--- config.mk ---
export PLATFORM = sky130hd
export DESIGN_NAME = en_demux_seq_flat
export DESIGN_NICKNAME = d
export VERILOG_FILES = /design/src/rtl/en_demux_seq_pkg.sv /design/src/rtl/en_demux_seq_if.sv /design/src/rtl/en_demux_seq_onehot_dec.sv /design/src/rtl/en_demux_seq.sv /design/src/flat_wrapper.sv
export SDC_FILE = /design/constraint.sdc
export NUM_CORES = 1
export LEC_CHECK = 0
export ABC_CLOCK_PERIOD_IN_PS = 2270
export CAP_MARGIN = 10
export CORE_ASPECT_RATIO = 0.6
export CORE_MARGIN = 1.5
export CORE_UTILIZATION = 35
export CTS_BUF_LIST = sky130_fd_sc_hd__clkbuf_16
export DETAILED_ROUTE_END_ITERATION = 12
export DONT_BUFFER_PORTS = 1
export SLEW_MARGIN = 0
export SYNTH_ARGS = -nofsm -noshare
export SYNTH_HDL_FRONTEND = slang
export SYNTH_SLANG_ARGS = --single-unit
--- constraint.sdc ---
create_clock -name clk -period 2.27 [get_ports clk]
set_input_delay 0.454 -clock clk [delete_from_list [all_inputs] [get_ports clk]]
set_output_delay 0.454 -clock clk [all_outputs]
set_load 0.02 [all_outputs]
--- src/rtl/en_demux_seq_pkg.sv ---
// Shared definitions for the enable demultiplexer: mode encodings and FSM state type.
package en_demux_seq_pkg;

   localparam logic [1:0] MODE_DIRECT = 2'b00;
   localparam logic [1:0] MODE_AUTO   = 2'b01;
   localparam logic [1:0] MODE_BURST  = 2'b10;
   localparam logic [1:0] MODE_BCAST  = 2'b11;

   typedef logic [0:0] state_t;

   localparam state_t ST_IDLE  = 1'b0;
   localparam state_t ST_BURST = 1'b1;

endpackage

--- src/rtl/en_demux_seq_if.sv ---
// Control/status bundle between the controller (master) and the enable demultiplexer (slave).
interface en_demux_seq_if #(
   parameter int N_OUT = 16
) ();
   localparam int SEL_W = $clog2(N_OUT);

   logic             en_in;
   logic [1:0]       mode;
   logic [SEL_W-1:0] select;
   logic             clr;
   logic [N_OUT-1:0] en_out;
   logic [SEL_W-1:0] ptr;
   logic             last;
   logic             busy;
   logic             sel_err;

   modport master (
      output en_in, mode, select, clr,
      input  en_out, ptr, last, busy, sel_err
   );

   modport slave (
      input  en_in, mode, select, clr,
      output en_out, ptr, last, busy, sel_err
   );

endinterface

--- src/rtl/en_demux_seq_onehot_dec.sv ---
// Combinational index-to-one-hot decoder; index k lights bit N_OUT-1-k (index 0 is the MSB).
module onehot_dec #(
   parameter int N_OUT = 16,
   parameter int SEL_W = $clog2(N_OUT)
) (
   input  logic [SEL_W-1:0] idx_i,
   output logic [N_OUT-1:0] onehot_o,
   output logic             valid_o
);

   // decode with range check; out-of-range indices yield all zeros
   always_comb begin
      valid_o  = (32'(idx_i) < N_OUT);
      onehot_o = '0;
      for (int k = 0; k < N_OUT; k++) begin
         onehot_o[N_OUT-1-k] = (32'(idx_i) == k);
      end
   end

endmodule

--- src/rtl/en_demux_seq.sv ---
// Registered enable demultiplexer: direct, auto-step, self-timed burst sweep and broadcast modes.
module en_demux_seq
   import en_demux_seq_pkg::*;
#(
   parameter int N_OUT = 16
) (
   input  logic           clk,
   input  logic           rst_n,
   en_demux_seq_if.slave  bus
);

   localparam int               SEL_W    = $clog2(N_OUT);
   localparam logic [SEL_W-1:0] PTR_LAST = SEL_W'(N_OUT - 1);
   localparam logic [N_OUT-1:0] CH0_MASK = {1'b1, {(N_OUT-1){1'b0}}};

   state_t           state_q, state_d;
   logic [SEL_W-1:0] ptr_q, ptr_d;
   logic [N_OUT-1:0] en_out_q, en_out_d;
   logic             last_q, last_d;
   logic             busy_q, busy_d;
   logic             sel_err_q, sel_err_d;

   logic [SEL_W-1:0] ptr_base_s;
   logic [SEL_W-1:0] dec_idx_s;
   logic [SEL_W-1:0] ptr_inc_s;
   logic [N_OUT-1:0] dec_onehot_s;
   logic             dec_valid_s;

   // clr in IDLE takes effect before the strobe; decoder index comes from select only in direct mode
   always_comb begin
      if (state_q == ST_BURST) begin
         ptr_base_s = ptr_q;
      end else if (bus.clr) begin
         ptr_base_s = '0;
      end else begin
         ptr_base_s = ptr_q;
      end
      if ((state_q == ST_IDLE) && (bus.mode == MODE_DIRECT)) begin
         dec_idx_s = bus.select;
      end else begin
         dec_idx_s = ptr_base_s;
      end
      if (ptr_base_s == PTR_LAST) begin
         ptr_inc_s = '0;
      end else begin
         ptr_inc_s = ptr_base_s + SEL_W'(1);
      end
   end

   onehot_dec #(
      .N_OUT (N_OUT),
      .SEL_W (SEL_W)
   ) u_dec (
      .idx_i    (dec_idx_s),
      .onehot_o (dec_onehot_s),
      .valid_o  (dec_valid_s)
   );

   // next-state logic; every output defaults to a zero pulse
   always_comb begin
      state_d   = state_q;
      ptr_d     = ptr_q;
      en_out_d  = '0;
      last_d    = 1'b0;
      busy_d    = 1'b0;
      sel_err_d = 1'b0;
      case (state_q)
         ST_BURST: begin
            if (bus.clr) begin
               state_d = ST_IDLE;
               ptr_d   = '0;
            end else begin
               en_out_d = dec_onehot_s;
               busy_d   = 1'b1;
               ptr_d    = ptr_inc_s;
               if (ptr_q == PTR_LAST) begin
                  last_d  = 1'b1;
                  state_d = ST_IDLE;
               end else begin
                  state_d = ST_BURST;
               end
            end
         end
         ST_IDLE: begin
            ptr_d = ptr_base_s;
            if (bus.en_in) begin
               case (bus.mode)
                  MODE_DIRECT: begin
                     if (dec_valid_s) begin
                        en_out_d = dec_onehot_s;
                     end else begin
                        sel_err_d = 1'b1;
                     end
                  end
                  MODE_AUTO: begin
                     en_out_d = dec_onehot_s;
                     ptr_d    = ptr_inc_s;
                     last_d   = (ptr_base_s == PTR_LAST);
                  end
                  MODE_BURST: begin
                     // the sweep always begins at channel 0, whatever ptr holds
                     en_out_d = CH0_MASK;
                     ptr_d    = SEL_W'(1);
                     busy_d   = 1'b1;
                     state_d  = ST_BURST;
                  end
                  MODE_BCAST: begin
                     en_out_d = '1;
                  end
                  default: begin
                     en_out_d = '0;
                  end
               endcase
            end else begin
               en_out_d = '0;
            end
         end
         default: begin
            state_d = ST_IDLE;
            ptr_d   = '0;
         end
      endcase
   end

   // state and registered outputs
   always_ff @(posedge clk or negedge rst_n) begin
      if (!rst_n) begin
         state_q   <= ST_IDLE;
         ptr_q     <= '0;
         en_out_q  <= '0;
         last_q    <= 1'b0;
         busy_q    <= 1'b0;
         sel_err_q <= 1'b0;
      end else begin
         state_q   <= state_d;
         ptr_q     <= ptr_d;
         en_out_q  <= en_out_d;
         last_q    <= last_d;
         busy_q    <= busy_d;
         sel_err_q <= sel_err_d;
      end
   end

   assign bus.en_out  = en_out_q;
   assign bus.ptr     = ptr_q;
   assign bus.last    = last_q;
   assign bus.busy    = busy_q;
   assign bus.sel_err = sel_err_q;

endmodule
--- src/flat_wrapper.sv ---
// flat-port wrapper written by rule: the top's interface ports become plain ports
module en_demux_seq_flat import en_demux_seq_pkg::*;
#(
   parameter int N_OUT = 16
)
  (clk, rst_n, bus_en_in, bus_mode, bus_select, bus_clr, bus_en_out, bus_ptr, bus_last, bus_busy, bus_sel_err);
  en_demux_seq_if #(.N_OUT(N_OUT)) bus_i ();
  input  logic clk;
  input  logic rst_n;
  input wire logic [$bits(bus_i.en_in)-1:0] bus_en_in;
  input wire logic [$bits(bus_i.mode)-1:0] bus_mode;
  input wire logic [$bits(bus_i.select)-1:0] bus_select;
  input wire logic [$bits(bus_i.clr)-1:0] bus_clr;
  output wire logic [$bits(bus_i.en_out)-1:0] bus_en_out;
  output wire logic [$bits(bus_i.ptr)-1:0] bus_ptr;
  output wire logic [$bits(bus_i.last)-1:0] bus_last;
  output wire logic [$bits(bus_i.busy)-1:0] bus_busy;
  output wire logic [$bits(bus_i.sel_err)-1:0] bus_sel_err;
  assign bus_i.en_in = bus_en_in;
  assign bus_i.mode = bus_mode;
  assign bus_i.select = bus_select;
  assign bus_i.clr = bus_clr;
  assign bus_en_out = bus_i.en_out;
  assign bus_ptr = bus_i.ptr;
  assign bus_last = bus_i.last;
  assign bus_busy = bus_i.busy;
  assign bus_sel_err = bus_i.sel_err;
  en_demux_seq #(.N_OUT(N_OUT)) u_core (.clk(clk), .rst_n(rst_n), .bus(bus_i));
endmodule
==> results.txt <==
fraction of layout cells with a size suffix above 1: 9.68%
worst min-delay path startpoint: bus_clr
top-area cell type share of the netlist area: 47.3%
GRT Overall Usage: 15.1%
ratio of routed vias to standard cells: 5.47
startpoint of the worst setup timing path: u_core.state_q$_DFF_PN0_
total buffers and inverters traversed by the critical path: 1
number of distinct library cell variants in the gate-level netlist after synthesis: 38
PwrDens: 729 nW/um^2
drt initial violations: 71
maximum vdd drop: 0.290 mV
reg-to-reg critical path startpoint: u_core.state_q$_DFF_PN0_
number of enable-type register cells in the synthesized netlist: 0
vias in the first global route: 896
Final min period: 1.90 ns
final routed wirelength across all metal layers: 2780 um
Placement Cell Area: 1240 um^2
Clk pwr share: 38.6%
number of placement rows: 16
final hold violation count: 0
worst path setup slack after routing: 0.373 ns
net switching power of the design: 258 uW
Slew @ Worst Pin: 1.03 ns
endpoint type of the worst setup path: register
combined area of the multi-input logic cells: 569 um^2
placed insts: 164
dominant cell type by area after synthesis: sky130_fd_sc_hd__dfrtp_1
reported leakage power: 0.596 nW
Longest Clk Path Bufs: 2
Remaining DRCs: 0
Hold Buf Count CTS: 1
Synth Net Count: 137
synthesized instance count: 122
crit-path max FO: 11
data required time at the worst endpoint: 2.41 ns
number of H-tree levels: 1
I/O pin cnt: 33
leading register cell type out of synthesis: sky130_fd_sc_hd__dfrtp_1
run status: completed
highest metal layer used by the detailed router: met4
initial cell density of the core: 37.0%
DR WL met3: 231 um
highest clock rate: 0.527 GHz
clock root cell: sky130_fd_sc_hd__clkbuf_16
number of setup violations in the final report: 0
synthesized cell area: 1220 um^2
internal power: 713 uW
clock tree from TritonCTS: yes
met1 layer wirelength in the final routing: 1350 um
wire length of the first global-routing pass: 4530 um
width of the die: 79.1 um
category of the most critical setup path: register to register
number of buffers inserted during clock tree synthesis: 3
wire per inst: 16.5 um
footprint of the flip-flops and latches: 576 um^2
post_cts resized: 0
die outline height: 48.7 um
total count of max-transition violations in the final report: 0
full die area: 3850 um^2
vias post-DR: 924
Port-buffer cells: 0
Post-Route Setup TNS: 0 ns
unrepaired setup endpoints after global routing: no
FILL cells: 326
proportion of synthesized chip area in sequential cells: 47.3%
TritonCTS Sinks: 23
arrival time at the worst endpoint: 2.04 ns
n_diodes: 0
Flop pwr share: 48.0%
element type at the critical path start: register
setup skew after layout: 0.00702 ns
count of maximum capacitance violations: 0
count of TritonRoute iterations in the first routing pass: 4
routability cong.: 0.885
Worst-Skew Late Latency: 0.26 ns
ratio of final minimum period to clock period: 83.6%
list of cells traversed by the critical path: buf_4 > nor2b_1 > o21ai_0 > and3b_1 > o32a_2
initial antenna violation count: 0
Post-CTS Repair Setup Buffers: 0
Slowest Stage Delay on Critical Path: 0.45 ns
pin count of the biggest net entering global routing: 24
area of the core region: 3280 um^2
cells taking the most area after synthesis: sky130_fd_sc_hd__dfrtp_1 47%, sky130_fd_sc_hd__o21ai_0 7.8%, sky130_fd_sc_hd__ha_1 5.1%
mean post-synth cell area: 9.97 um^2
worst slack at placement: 0.162 ns
clock transition at the registers of the reported paths: 0.06 ns
final instance area: 1330 um^2
DP Wirelength: 2050 um
cell with the largest stage delay on the worst path: sky130_fd_sc_hd__nor2b_1
path type of the worst min-delay path: primary input to register
final core utilization: 40.5%
flip-flop and latch count after synthesis: 23
Synth Warn #: 0
layout overhead on the synthesized area: 9.47%
number of nets in the layout: 140
worst slew margin relative to its limit: 30.9%
final global-route overflow total: 0
final non-filler cell total: 169
number of antenna-violating nets in the routed design: 0
Comb power frac: 13.4%
top cell family by delay on the critical path: simple AND/OR/NAND/NOR gates
switching fraction of total power: 26.5%
routed wire length on met2: 1190 um
share of synthesized registers carrying an async set or reset: 100%
## power groups by stage
stage / Sequential, mW / Combinational [mW] / Clock [mW]
6_report: 0.466 / 0.130 / 0.374
5_1_grt: 0.468 / 0.144 / 0.400
3_3_place_gp: 0.472 / 0.119 / 0
3_5_place_dp: 0.473 / 0.119 / 0
4_1_cts: 0.467 / 0.129 / 0.381
2_1_floorplan: 0.479 / 0.0897 / 0
## area by class of cell
| class | instances | area share, % |
|---|---|---|
| inverter | 5 | 1.41 |
| clock inverter | 1 | 0.282 |
| tap | 45 | 4.23 |
| timing repair buffer | 4 | 2.44 |
| multi-input combinational | 88 | 42.8 |
| sequential | 23 | 43.2 |
| clock buffer | 3 | 5.64 |
## cell families after synthesis
| logic type | synth area share [%] |
|---|---|
| AOI/OAI and AO/OA | 24.5 |
| and+or+nand+nor | 16.9 |
| DFF | 47.3 |
| buffers and inverters | 5.86 |
| adders and majority gates | 5.14 |
| other | 0.308 |
## worst reg2reg max path, cell delays in order, from the launching register on
cell,delay [ns]
sky130_fd_sc_hd__dfrtp_1,0.38
sky130_fd_sc_hd__buf_4,0.18
sky130_fd_sc_hd__nor2b_1,0.45
sky130_fd_sc_hd__o21ai_0,0.23
sky130_fd_sc_hd__and3b_1,0.23
sky130_fd_sc_hd__o32a_2,0.32
## layout by cell type (no fill, tap or decap), types with 2 or more instances in the layout
| cell type | netlist | final |
|---|---|---|
| sky130_fd_sc_hd__dfrtp_1 | 23 | 23 |
| sky130_fd_sc_hd__o21ai_0 | 19 | 19 |
| sky130_fd_sc_hd__nand2_1 | 10 | 10 |
| sky130_fd_sc_hd__nand3_1 | 9 | 9 |
| sky130_fd_sc_hd__inv_1 | 5 | 6 |
| sky130_fd_sc_hd__nor2_1 | 6 | 6 |
| sky130_fd_sc_hd__a21oi_1 | 5 | 5 |
| sky130_fd_sc_hd__ha_1 | 5 | 5 |
| sky130_fd_sc_hd__nand2b_1 | 3 | 3 |
| sky130_fd_sc_hd__clkbuf_16 | 0 | 3 |
| sky130_fd_sc_hd__buf_4 | 2 | 3 |
| sky130_fd_sc_hd__and2_1 | 2 | 2 |
| sky130_fd_sc_hd__a22o_1 | 2 | 2 |
| sky130_fd_sc_hd__o31ai_1 | 2 | 2 |
| sky130_fd_sc_hd__and3_1 | 2 | 2 |
| sky130_fd_sc_hd__a31oi_1 | 2 | 2 |
## path summary, 6_finish.rpt
| path | depth (start not counted) | slack, ns | to |
|---|---|---|---|
| setup / recovery | 5 | 0.37 | u_core.bus.en_out[15]$_DFF_PN0_ |
| hold / removal | 1 | 0.29 | u_core.bus.ptr[3]$_DFF_PN0_ |
| setup reg to reg | 5 | 0.37 | u_core.bus.en_out[15]$_DFF_PN0_ |
| hold reg to reg | 2 | 0.66 | u_core.bus.ptr[1]$_DFF_PN0_ |
| max in group asynchronous | 1 | 0.81 | u_core.bus.en_out[2]$_DFF_PN0_ |
| min in group asynchronous | 1 | 0.83 | u_core.bus.ptr[3]$_DFF_PN0_ |
## synth_stat cells, types with 3 or more instances
master,n
sky130_fd_sc_hd__dfrtp_1,23
sky130_fd_sc_hd__o21ai_0,19
sky130_fd_sc_hd__nand2_1,10
sky130_fd_sc_hd__nand3_1,9
sky130_fd_sc_hd__nor2_1,6
sky130_fd_sc_hd__a21oi_1,5
sky130_fd_sc_hd__ha_1,5
sky130_fd_sc_hd__inv_1,5
sky130_fd_sc_hd__buf_6,3
sky130_fd_sc_hd__nand2b_1,3
## per-stage QoR
stage	power, mW	hold slack, ns
after floorplan	0.569	0.158
after global placement	0.591	0.159
after detailed placement	0.592	0.159
after CTS	0.977	0.286
after global routing	1.01	0.286
final	0.970	0.289
## routing by layer
| layer | track usage [%] | up-vias |
|---|---|---|
| met5 | 0 | - |
| met4 | 3.22 | 0 |
| met3 | 6.42 | 3 |
| met2 | 21.2 | 36 |
| met1 | 21.4 | 441 |
| li1 | - | 444 |
## state kept, by name, summed over array words and instances (netlist names)
name	count
u_core.bus.busy	1
u_core.bus.last	1
u_core.bus.en_out	16
u_core.bus.ptr	4
u_core.state_q	1
Note: power is estimated with default switching activity, not from simulation.
